File: config.mk
export PLATFORM = sky130hd
export DESIGN_NAME = symbol_packer
export DESIGN_NICKNAME = d
export VERILOG_FILES = /design/src/rtl/symbol_packer.sv
export SDC_FILE = /design/constraint.sdc
export NUM_CORES = 1
export LEC_CHECK = 0
export BUFFER_PORTS_ARGS = -buffer_cell sky130_fd_sc_hd__buf_4
export CORE_MARGIN = 10
export CORE_UTILIZATION = 50
export CTS_BUF_LIST = sky130_fd_sc_hd__clkbuf_4 sky130_fd_sc_hd__clkbuf_8 sky130_fd_sc_hd__clkbuf_16
export CTS_CLUSTER_SIZE = 12
export DETAILED_ROUTE_END_ITERATION = 6
export HOLD_SLACK_MARGIN = 0.1
export PLACE_DENSITY_LB_ADDON = 0.1
export SLEW_MARGIN = 20
export SYNTH_ARGS = -nofsm -noshare
export SYNTH_HDL_FRONTEND = slang
export SYNTH_SLANG_ARGS = --single-unit
File: constraint.sdc
create_clock -name clk -period 4.45 [get_ports clk]
set_input_delay 1.335 -clock clk [delete_from_list [all_inputs] [get_ports clk]]
set_output_delay 1.335 -clock clk [all_outputs]
set_load 0.1 [all_outputs]
File: src/rtl/symbol_packer.sv
// Packs ce-qualified 2-bit symbols LSB-first into WIDTH-bit words.
// Words go into a show-ahead FIFO; debug strobes are counted and dropped words are flagged.
module symbol_packer #(
    parameter int WIDTH  = 18,
    parameter int ADDR_W = 2,
    parameter int CNT_W  = 8
) (
    input  logic              clk,
    input  logic              reset,
    input  logic              clr,
    input  logic              ce,
    input  logic [1:0]        din,
    input  logic              debug,
    output logic [WIDTH-1:0]  out_data,
    output logic              out_valid,
    input  logic              out_ready,
    output logic [ADDR_W:0]   level,
    output logic              overflow,
    output logic [CNT_W-1:0]  dbg_count
);
    localparam int NSYM  = WIDTH / 2;
    localparam int DEPTH = 1 << ADDR_W;
    localparam int CW    = (NSYM > 1) ? $clog2(NSYM) : 1;

    logic [CW-1:0]                 cnt_q, cnt_d;
    logic [WIDTH-1:0]              shreg_q, shreg_d;
    logic [DEPTH-1:0][WIDTH-1:0]   mem_q, mem_d;
    logic [ADDR_W-1:0]             wptr_q, wptr_d, rptr_q, rptr_d;
    logic [ADDR_W:0]               level_q, level_d;
    logic                          ovf_q, ovf_d;
    logic [CNT_W-1:0]              dbg_q, dbg_d;

    logic             push, pop, full, do_push;
    logic [WIDTH-1:0] push_word;

    assign out_valid = (level_q != '0);
    assign out_data  = out_valid ? mem_q[rptr_q] : '0;
    assign level     = level_q;
    assign overflow  = ovf_q;
    assign dbg_count = dbg_q;

    assign full      = (level_q == (ADDR_W+1)'(DEPTH));
    assign push      = ce && (cnt_q == CW'(NSYM - 1));
    assign pop       = out_valid && out_ready;
    // A pop on the same edge frees the slot, so a full FIFO can still accept
    assign do_push   = push && (!full || pop);
    assign push_word = {din, shreg_q[WIDTH-3:0]};

    always_comb begin
        cnt_d   = cnt_q;
        shreg_d = shreg_q;
        mem_d   = mem_q;
        wptr_d  = wptr_q;
        rptr_d  = rptr_q;
        level_d = level_q;
        ovf_d   = ovf_q;
        dbg_d   = dbg_q;
        if (clr) begin
            cnt_d   = '0;
            shreg_d = '0;
            mem_d   = '0;
            wptr_d  = '0;
            rptr_d  = '0;
            level_d = '0;
            ovf_d   = 1'b0;
            dbg_d   = '0;
        end else begin
            if (ce) begin
                for (int k = 0; k < NSYM; k++)
                    if (cnt_q == CW'(k)) shreg_d[2*k +: 2] = din;
                cnt_d = (cnt_q == CW'(NSYM - 1)) ? '0 : cnt_q + CW'(1);
            end
            if (do_push) begin
                mem_d[wptr_q] = push_word;
                wptr_d        = wptr_q + ADDR_W'(1);
            end
            if (pop)
                rptr_d = rptr_q + ADDR_W'(1);
            case ({do_push, pop})
                2'b10:   level_d = level_q + (ADDR_W+1)'(1);
                2'b01:   level_d = level_q - (ADDR_W+1)'(1);
                default: level_d = level_q;
            endcase
            if (push && !do_push)
                ovf_d = 1'b1;
            if (ce && debug && (dbg_q != '1))
                dbg_d = dbg_q + CNT_W'(1);
        end
    end

    always_ff @(posedge clk or negedge reset) begin
        if (!reset) begin
            cnt_q   <= '0;
            shreg_q <= '0;
            mem_q   <= '0;
            wptr_q  <= '0;
            rptr_q  <= '0;
            level_q <= '0;
            ovf_q   <= 1'b0;
            dbg_q   <= '0;
        end else begin
            cnt_q   <= cnt_d;
            shreg_q <= shreg_d;
            mem_q   <= mem_d;
            wptr_q  <= wptr_d;
            rptr_q  <= rptr_d;
            level_q <= level_d;
            ovf_q   <= ovf_d;
            dbg_q   <= dbg_d;
        end
    end
endmodule

==> summary.txt <==
H-tree levels -> 3
number of hold buffers added after cts -> 0
GRT Overall Usage -> 0.151
Post-Syn Instances -> 474
outcome -> finished clean
initial antenna violation count -> 0
Main synth FF type -> dfrtp_1
# rows -> 38
Final Net Count -> 514
post-CTS resize count -> 0
setup TNS -> 0 ps
Yosys warnings -> 0
largest net degree at the start of global routing -> 85
Die Span X -> 124 um
die footprint -> 0.0155 sq mm
Routed Antenna Nets -> 0
clock latency on the worst-skew pair -> 380 ps
Root Driver -> clkbuf_8
post-layout min period -> 3770 ps
worst-path maximum fanout -> 12
Post-synth EDFFs -> 0
vias in the first global route -> 3692
final hold viol count -> 0
Final GP Congestion -> 0.760
share of layout cells above drive strength 1 -> 0.174
grt met2 use -> 0.236
measured slew at the worst slew-check pin -> 893 ps
Multi-input gate area -> 0.00249 sq mm
Crit path largest cell delay -> 810 ps
Clock Skew -> 9.67 ps
First DRT Iteration DRCs -> 232
sequential cell area -> 0.00270 sq mm
Initial Util -> 0.508
worst-case clock buffer depth -> 2
CP Cell Sequence -> buf_4 -> mux4_2 -> and2_1 -> buf_4
cell repeated most along the worst path -> buf_4
Final Max Slew Viols -> 0
total wire length -> 11400 um
ant diodes -> 0
first-pass GRT wire length -> 19400 um
post-detail-place hpwl -> 7080 um
Setup crit start kind -> flip-flop
Synth Net Count -> 492
Reg clk slew, reported paths -> 100 ps
worst path required time -> 3120 ps
met3 global-route usage -> 0.0434
DRT Pass-1 Iters -> 4
Die Span Y -> 124 um
number of I/O pins -> 39
Port Buffer Count -> 38
worst ir drop on vdd -> 224 uV
PD cells -> 309 mW/mm^2
Synth Cell Area -> 0.00546 sq mm
critical path endpoint category -> output pin
CP delay by family, top -> flip-flops
CP arrival -> 2440 ps
setup violators final -> 0
CTS tree -> built
global route overflow -> 0
vias -> 3516
WS Path Type -> flip-flop to output pin
Max-slew headroom -> 0.405
Fmax achieved -> 265 MHz
RSZ-0062 raised after global routing -> false
period utilisation layout -> 0.848
routed vias/inst -> 5.49
async set-reset flop share out of synthesis -> 1.00
Routed wire per std cell -> 17.8 um
Seq/Total Area, Yosys -> 0.495
synthesized area per cell -> 11.5 sq um
slowest CP cell -> dfrtp_1
max cap viols -> 0
total power -> 1860 uW
Synth Register Bits -> 108
Filler cells -> 959
gr busiest metal -> met2
post-CTS setup buffers -> 0
cts bufs inserted -> 9
area delta synth->final -> 10.4%
met1 global-route usage -> 0.201
DR DRC count -> 0
worst path bufs/invs -> 2
core area -> 0.0107 sq mm
Leakage -> 0.00326 uW
post-synth cell types -> 43
Hold WC Path Type -> flip-flop to flip-flop
CTS Sinks -> 108
## metal layers
metal / part of all wire / routed length (um) / vias up
met2: 0.47 / 5350 / 65
met1: 0.48 / 5440 / 1768
met3: 0.039 / 444 / 11
met5: 0 / 0 / -
met4: 0.013 / 153 / 0
li1: - / - / 1672
## placed cells by master, fill, tap and decap left out, types with 2 or more instances in the layout
master / n
nand2_1: 10
o21ai_0: 4
clkbuf_8: 10
mux4_2: 18
inv_1: 5
xnor2_1: 4
nor2_1: 102
mux2i_1: 90
or4_1: 2
a21oi_1: 9
nor3_1: 6
xor2_1: 4
buf_4: 46
dfrtp_1: 108
o31ai_1: 2
nand2b_1: 2
a211oi_1: 2
and2_1: 19
nand3_2: 4
or3_1: 3
nand3_1: 13
ha_1: 9
clkbuf_4: 2
nand3b_1: 4
bufinv_16: 4
## power by group
group	total (uW)	internal (uW)	switching, uW
combinational	84.0	19.9	64.1
clock	784	459	326
sequential	993	986	7.62
total	1860	1460	397
## per-stage QoR
step,instance area (sq um),util,hold slack [ps],std cells,setup WS (ps)
floorplan,5460,-,484,474,483
global placement,5750,0.535,497,625,1030
detailed placement,5750,0.535,503,625,1060
CTS,6020,0.561,529,641,614
global route,6020,0.561,550,641,471
finish,6020,0.561,523,641,678
## cells in the mapped netlist, types with 6 or more instances
library cell  number  area share
a21oi_1            9      0.0083
and2_1            19       0.022
buf_2              7      0.0064
clkbuf_1          20       0.014
dfrtp_1          108        0.50
ha_1               9       0.021
mux2i_1           90        0.17
mux4_2            18       0.074
nand2_1           10      0.0069
nand3_1           13       0.012
nor2_1           102       0.070
nor3_1             6      0.0055
## tightest hold or removal path, delay by kind of cell, from the launching register on
| family | cells | cell delay, ps |
|---|---|---|
| AND/OR/NAND/NOR | 1 | 80 |
| multiplexers | 1 | 70 |
| flip-flops | 1 | 350 |
## cell families (layout without fill, tap and decap cells)
logic type                 count (synthesis)  in the layout  share of synthesized area
AOI/OAI and AO/OA                         26             26                     0.0300
xor gates and xnor gates                   8              8                     0.0128
adders and majority gates                 10             10                     0.0243
buffers and inverters                     41             68                     0.0486
DFF                                      108            108                      0.495
muxes                                    108            108                      0.239
and+or+nand+nor                          173            173                      0.150
## worst paths after layout
kind	startpoint	end	slack [ps]	cells after the start
setup / recovery	rptr_q[0]	out_data[8]	680	4
hold / removal	mem_q[51]	mem_q[51]	520	2
setup reg to reg	cnt_q[0]	level[2]	1800	8
hold reg to reg	mem_q[51]	mem_q[51]	520	2
max in group asynchronous	reset	wptr_q[1]	2720	2
min in group asynchronous	reset	mem_q[10]	990	1
## cell type report
| cell class | count | area share |
|---|---|---|
| Sequential cell | 108 | 0.449 |
| Multi-Input combinational cell | 325 | 0.413 |
| Timing Repair Buffer | 47 | 0.0606 |
| Tap cell | 140 | 0.0291 |
| Clock buffer | 12 | 0.0253 |
| Clock inverter | 4 | 0.0199 |
| Inverter | 5 | 0.00312 |
## sequential cells by signal, summed over array words and instances (netlist names)
name and cells:
dbg_count 8, overflow 1, rptr_q 2, mem_q 72, level 3, cnt_q 4
wptr_q 2, shreg_q 16
(Power assumes the default switching activity.)
